## src/rtl/pezaris_seq_mult8.sv

```systemverilog
// Iterative 8x8 two's-complement multiplier: one registered carry-save row per cycle, then one ripple row; 9-cycle latency.
// Optional unsigned mode via `define PEZARIS_SEQ_MULT8_UNSIGNED_EN (adds signed_mode port).
module pezaris_seq_mult8 #(
  parameter int W     = 8,
  parameter int CNT_W = 3
) (
  input  logic             clk,
  input  logic             rst,
`ifdef PEZARIS_SEQ_MULT8_UNSIGNED_EN
  input  logic             signed_mode,
`endif
  input  logic             in_valid,
  output logic             in_ready,
  input  logic [W-1:0]     a,
  input  logic [W-1:0]     b,
  output logic             out_valid,
  input  logic             out_ready,
  output logic [2*W-1:0]   p
);

  localparam logic [1:0] S_IDLE  = 2'd0;
  localparam logic [1:0] S_ROW   = 2'd1;
  localparam logic [1:0] S_FINAL = 2'd2;
  localparam logic [1:0] S_DONE  = 2'd3;

  localparam logic [CNT_W-1:0] LAST_ROW = CNT_W'(W-1);

  logic [1:0]       state;
  logic [CNT_W-1:0] cnt;
  logic [W-1:0]     a_r;
  logic [W-1:0]     b_r;
  logic [W-1:0]     sum_r;
  logic [W-1:0]     carry_r;
  logic [W-1:0]     lo_r;
  logic             sm_r;

  logic [W-1:0]     pp;
  logic [W-1:0]     rs;
  logic [W-1:0]     rc;
  logic [W-1:0]     sum_n;
  logic [W-1:0]     fin;
  logic [W-1:0]     hi;
  logic             last_row;
  logic             rip_c;

  assign in_ready = (state == S_IDLE);
  assign last_row = (cnt == LAST_ROW);

`ifdef PEZARIS_SEQ_MULT8_UNSIGNED_EN
  always_ff @(posedge clk or posedge rst) begin
    if (rst) begin
      sm_r <= 1'b1;
    end else if (state == S_IDLE && in_valid) begin
      sm_r <= signed_mode;
    end
  end
`else
  assign sm_r = 1'b1;
`endif

  // Negative-weight sign terms are carried as inverted bits; their constant
  // offsets (+2^8 and +2^15 mod 2^16) are injected after row 0 and in the final row.
  always_comb begin
    pp = '0;
    for (int i = 0; i < W; i++) begin
      pp[i] = a_r[i] & b_r[cnt];
      if (i < W-1) begin
        if (sm_r && last_row) pp[i] = ~pp[i];
      end else begin
        if (sm_r && !last_row) pp[i] = ~pp[i];
      end
    end
    rs = pp ^ sum_r ^ carry_r;
    rc = (pp & sum_r) | (pp & carry_r) | (sum_r & carry_r);
    sum_n = {(sm_r && cnt == '0), rs[W-1:1]};
  end

  always_comb begin
    fin   = '0;
    rip_c = 1'b0;
    for (int i = 0; i < W; i++) begin
      fin[i] = sum_r[i] ^ carry_r[i] ^ rip_c;
      rip_c  = (sum_r[i] & carry_r[i]) | (sum_r[i] & rip_c) | (carry_r[i] & rip_c);
    end
    hi = fin ^ {sm_r, {(W-1){1'b0}}};
  end

  always_ff @(posedge clk or posedge rst) begin
    if (rst) begin
      state     <= S_IDLE;
      cnt       <= '0;
      a_r       <= '0;
      b_r       <= '0;
      sum_r     <= '0;
      carry_r   <= '0;
      lo_r      <= '0;
      p         <= '0;
      out_valid <= 1'b0;
    end else begin
      case (state)
        S_IDLE: begin
          if (in_valid) begin
            a_r     <= a;
            b_r     <= b;
            sum_r   <= '0;
            carry_r <= '0;
            cnt     <= '0;
            state   <= S_ROW;
          end
        end
        S_ROW: begin
          sum_r   <= sum_n;
          carry_r <= rc;
          lo_r    <= {rs[0], lo_r[W-1:1]};
          cnt     <= cnt + 1'b1;
          if (last_row) state <= S_FINAL;
        end
        S_FINAL: begin
          p         <= {hi, lo_r};
          out_valid <= 1'b1;
          state     <= S_DONE;
        end
        S_DONE: begin
          if (out_ready) begin
            out_valid <= 1'b0;
            state     <= S_IDLE;
          end
        end
        default: state <= S_IDLE;
      endcase
    end
  end

endmodule
```

## config.mk

```make
export PLATFORM = sky130hd
export DESIGN_NAME = pezaris_seq_mult8
export DESIGN_NICKNAME = d
export VERILOG_FILES = /design/src/rtl/pezaris_seq_mult8.sv
export SDC_FILE = /design/constraint.sdc
export NUM_CORES = 1
export LEC_CHECK = 0
export CAP_MARGIN = 20
export CORE_UTILIZATION = 40
export DETAILED_ROUTE_END_ITERATION = 6
export GPL_ROUTABILITY_DRIVEN = 1
export HOLD_SLACK_MARGIN = 0.08
export PLACE_DENSITY = 0.64
export SYNTH_ARGS = -nofsm -noshare
export SYNTH_HDL_FRONTEND = slang
export SYNTH_SLANG_ARGS = --single-unit
export TNS_END_PERCENT = 5
```

## constraint.sdc

```tcl
create_clock -name clk -period 3.67 [get_ports clk]
set_clock_uncertainty 0.15 [all_clocks]
set_input_delay 0.367 -clock clk [delete_from_list [all_inputs] [get_ports clk]]
set_output_delay 0.367 -clock clk [all_outputs]
set_load 0.01 [all_outputs]
```

### Word level (Yosys, flattened, before mapping)

Index checks and enable logic that the tools add are counted.

* add/subtract/negate cells: 1
* order comparisons: 1
* equality and inequality tests: 7
* muxes and demuxes: 21
* bitwise logic cells: 70
* reductions and logical operators: 8

Operator list (number)
* $pmux 8 s2: 2
* $and 1x1->1: 27
* $and 8x8->8: 3
* $or 8x8->8: 2
* $xor 8x8->8: 2
* $xor 1x1->1: 15
* $or 1x1->1: 12
* $mux 1: 10
* $not 1->1: 9
* $mux 8: 1
* $pmux 2 s4: 1
* $mux 2: 3
* $ne 2x2->1 const B: 3
* $pmux 3 s2: 1
* $reduce_and 2->1: 3
* $eq 2x2->1 const B: 2
* $lt 3x4->1 const B: 1
* $reduce_bool 2->1: 2
* $add 3x1->3 const B: 1
* $bmux 1 s3: 1
* $eq 3x3->1 const B: 1
* $logic_not 3->1: 1
* $mux 3: 1
* $reduce_and 3->1: 1
* 3 further kinds: 3

* register bits: 62
* input port bits: 20
* output and inout bits: 18

### Depth between registers and ports, before layout

* depth in word-level cells: 21
* mapped depth: 9

### Worst setup path before layout

Ideal clock, no wire load.

* path kind: register to register
* start: reg sum_r[0]
* end: reg p[15]
* library setup time: 0.125 ns
* arrival time: 3.240 ns
* required time: 3.395 ns
* path slack: 0.155 ns
* stages on the path, launching flop included: 10
* path buffers: 0
* cell sequence: dfrtp_1 -> ha_1 -> fa_1 -> fa_1 -> fa_1 -> fa_1 -> fa_1 -> fa_1 -> xnor2_1 -> mux2_2

* cells in the longest elaborated chain, start to end: 21
* elaborated cells between the ends (all ways): 27
* classes of those cells: 27 x bitwise

Ends and longest elaborated chain
* from (decl): RTL line 32 `logic [W-1:0] sum_r;`
* from (signal assigned): RTL line 112 `sum_r <= sum_n;`
* $and 1x1->1 *: RTL line 83 `rip_c = (sum_r[i] & carry_r[i]) | (sum_r[i] & rip_c) | (carry_r[i] & rip_c);`
* $and 1x1->1: RTL line 83
* $or 1x1->1: RTL line 83
* $or 1x1->1 *: RTL line 83
* $and 1x1->1: RTL line 83
* $or 1x1->1: RTL line 83
* $or 1x1->1 *: RTL line 83
* $and 1x1->1: RTL line 83
* [... 5 more ...]
* $and 1x1->1: RTL line 83
* $or 1x1->1: RTL line 83
* $or 1x1->1 *: RTL line 83
* $and 1x1->1: RTL line 83
* $or 1x1->1: RTL line 83
* $or 1x1->1 *: RTL line 83
* $xor 1x1->1 *: RTL line 82 `fin[i] = sum_r[i] ^ carry_r[i] ^ rip_c;`
* $not 1->1 (no source line) *
* to (signal assigned): RTL line 119 `p <= {hi, lo_r};`
* to (decl): RTL line 18 `output logic [2*W-1:0] p`

Mark *: on every way between the ends. The rest lies on a longest branch, timed or not.
A chain may end at the register's enable or synchronous reset.

### Final worst setup path

Ends and elaborated chain as after synthesis.

==> Implementation_results.wiki <==
{| class="wikitable"
! Metric !! Value
|-
| Clock-pin slew reported for the worst setup and hold paths after clock tree synthesis || 0.07 ns
|-
| Drc violations || 0
|-
| CP endpoint kind || flip-flop
|-
| Net count reported at finish || 314
|-
| Number of library cell types mapped by synthesis || 29
|-
| Number of global-route vias before repair || 1860
|-
| Crit path top cell by count || fa_1
|-
| Overall power || 3450 uW
|-
| Time the final worst path needs with I/O delays and setup || 3.51 ns
|-
| Worst Setup Start Kind || flip-flop
|-
| Top achievable clock speed || 285 MHz
|-
| Endpoints failing hold || 0
|-
| Height of the die || 88.8 um
|-
| Syn avg cell area || 13.3 um2
|-
| DRT Pass-1 Iters || 4
|-
| Final standard cell area without fillers || 3760 um2
|-
| Via count of the routed design || 1752
|-
| Min Hold Slack || 0.168 ns
|-
| Endpoint required time on the critical path || 3.74 ns
|-
| Max-slew headroom || 0.437
|-
| Site row count || 31
|-
| Flop-to-flop setup slack || 0.16 ns
|-
| Dominant synthesized flop cell || dfrtp_1
|-
| WL/cell || 13.0 um
|-
| Final antenna-violating net count || 0
|-
| Remaining Overflow, GRT || 0
|-
| Part of the cycle the worst path needs || 0.956
|-
| Antenna violations before repair || 0
|-
| Maximum fanout along the worst path || 2
|-
| Timing startpoint of the critical path || sum_r[0]
|-
| Final number of max-transition violations || 0
|-
| Gpl congestion || 0.795
|-
| Portion of the post-synthesis area used by sequential elements || 0.515
|-
| Class of the most critical hold timing path || input port to asynchronous set/reset pin
|-
| Maximum number of pins on one net before global-route repair || 47
|-
| Antenna Cells || 0
|-
| Path depth of the worst reg2reg path || 9
|-
| CTS max path bufs || 2
|-
| IO Count || 38
|-
| Worst supply voltage drop on vdd || 0.347 mV
|-
| Worst setup path endpoint || p[15]
|-
| Number of gates on the worst path with buffers counted || 9
|-
| Ratio of cells with drive above 1 in the final layout || 0.246
|-
| Initial core utilization || 0.415
|-
| Origin of the critical flop-to-flop path || sum_r[0]
|-
| Root Buffer Master || clkbuf_8
|-
| Max_cap viols || 0
|-
| Area taken by multi-input logic gates || 1340 um2
|-
| Storage cell area || 1550 um2
|-
| Depth of the CTS H-tree || 3
|-
| Number of buffer and inverter stages on the critical path || 0
|-
| Warning count from the yosys run || 0
|-
| Area post-placement || 3480 um2
|-
| Delay of the slowest cell on the worst path || 0.39 ns
|-
| Slew at the pin closest to its max-slew limit || 0.845 ns
|-
| Clock network latency to the later pin of the worst-skew pair || 0.34 ns
|-
| Area grow syn2layout || 24.8%
|-
| Family with the most delay on the worst path || adder cells
|-
| CTS tree || built
|-
| Area enclosed by the die boundary || 7880 um2
|-
| Number of buffers created by CTS || 9
|-
| Post-Synthesis Cells || 227
|-
| Global routing usage summed across all routing layers || 0.147
|-
| Final-layout fill cell count || 651
|-
| Run status || finished, final reports clean
|-
| DP Wirelength || 3450 um
|-
| Port Buf Inserts || 37
|-
| Synthesized net count || 270
|-
| Setup repair after global routing missed its margin || false
|-
| Crit path DAT || 3.58 ns
|-
| DR vias/cell || 4.67
|-
| Post-synth EDFFs || 0
|-
| Cells along the critical path || ha_1 > fa_1 > fa_2 > fa_1 > fa_1 > fa_1 > fa_1 > xnor2_1 > mux2_2
|-
| Pleak || 0.00165 uW
|-
| Power density relative to cell area || 919 nW/um2
|-
| Std-Cell Core Area || 7250 um2
|-
| First-pass GRT wire length || 8590 um
|-
| Final setup fails || 0
|-
| Total Neg Setup Slack || 0 ns
|-
| TritonCTS Sinks || 62
|-
| Number of synthesized register bits || 62
|-
| Crit Path Category || flip-flop to flip-flop
|-
| Total routed wirelength || 4870 um
|-
| Initial drt markers || 75
|-
| Die width || 88.8 um
|-
| Slowest-stage cell, CP || fa_1
|-
| Mapped Area || 3010 um2
|-
| Share of synthesized registers carrying an async set or reset || 1.00
|-
| Capture instance of the worst register-to-register path || p[15]
|}
-- metal layers --
metal / track usage / part of all wire / vias up
met4: 0.0748 / 0.018 / 0
met5: 0 / 0 / -
met2: 0.228 / 0.47 / 30
met3: 0.0392 / 0.032 / 10
met1: 0.192 / 0.48 / 871
li1: - / - / 841
-- cells by family (layout without fill, tap and decap cells) --
logic type,count (synthesis),after routing,synth area share
buffers and inverters,29,78,0.0416
muxes,47,47,0.179
AOI/OAI and AO/OA,25,25,0.0594
and+or+nand+nor,32,32,0.0478
DFF,62,62,0.515
xor gates and xnor gates,9,9,0.0262
adders and majority gates,23,23,0.131
-- placed cells by master (no fill, tap or decap) --
cell type,netlist,final
nand2_2,1,1
xnor2_1,9,9
clkinv_4,0,1
buf_4,1,3
clkdlybuf4s50_1,0,37
o21ai_0,15,15
clkinvlp_4,0,1
mux2_4,1,1
fa_2,0,1
mux2i_1,4,4
nor2_1,2,2
ha_1,9,9
o21ai_1,1,1
bufinv_16,0,4
nor2b_1,1,1
and2_1,1,1
inv_6,0,1
and2b_1,1,1
a32o_1,1,1
a22o_1,3,3
mux2i_4,1,1
nand2_1,17,17
nand2b_1,1,1
fa_1,14,13
a21oi_1,3,3
nand3_1,8,8
a2bb2oi_4,1,1
inv_1,21,20
clkbuf_8,0,9
mux2_2,41,41
a22oi_4,1,1
dfrtp_1,62,62
inv_2,1,2
-- synth_stat cells, types with 2 or more instances --
master / count / area, um2
a21oi_1: 3 / 15.0
mux2_2: 41 / 462
o21ai_0: 15 / 75.1
nor2_1: 2 / 7.51
buf_2: 4 / 20.0
dfrtp_1: 62 / 1550
ha_1: 9 / 113
nand2_1: 17 / 63.8
nand3_1: 8 / 40.0
fa_1: 14 / 280
mux2i_1: 4 / 40.0
a22o_1: 3 / 26.3
xnor2_1: 9 / 78.8
inv_1: 21 / 78.8
-- power breakdown --
| part | internal, uW | switching [uW] | leakage (uW) | total [uW] |
|---|---|---|---|---|
| sequential | 999 | 220 | 0.000780 | 1220 |
| clock | 523 | 279 | 0.000130 | 802 |
| combinational | 774 | 657 | 0.000736 | 1430 |
| total | 2300 | 1160 | 0.00165 | 3450 |
-- sequential cells by signal (all words and copies together) (netlist names) --
name       cells
sum_r          8
lo_r           8
carry_r        8
state          2
p             16
cnt            3
out_valid      1
a_r            8
b_r            8
-- through the flow --
stage,setup WS (ns),cells,util
2_1_floorplan,0.155,227,-
3_3_place_gp,0.0899,358,0.479
3_5_place_dp,0.0539,358,0.479
4_1_cts,0.0522,374,0.516
5_1_grt,0.0414,375,0.518
6_report,0.160,375,0.518
-- worst min-delay path by stage --
stage,endpoint,slack (ns),cells past startpoint,startpoint
5_1_grt,a_r[3],0.19,2,rst
2_1_floorplan,out_valid,0.31,1,out_ready
4_1_cts,b_r[0],0.17,2,rst
3_5_place_dp,p[6],0.35,1,p[6]
6_report,p[0],0.17,2,rst
3_3_place_gp,p[5],0.34,1,p[5]
-- layout make-up --
class                      instances  area share
tap                               99      0.0330
sequential                        62       0.413
clock inverter                     7      0.0386
clock buffer                       9      0.0330
timing repair buffer              40       0.105
multi-input combinational        136       0.356
inverter                          22      0.0220
-- repair_timing --
item / in CTS / in global routing
endpoints found under the setup margin: 0 / 1
gates resized for setup: 0 / 1
hold buffers: 0 / 0
buffers inserted: 0 / 1
hold endpoints to repair: 0 / 0
Power figures use the tool's default switching activity.
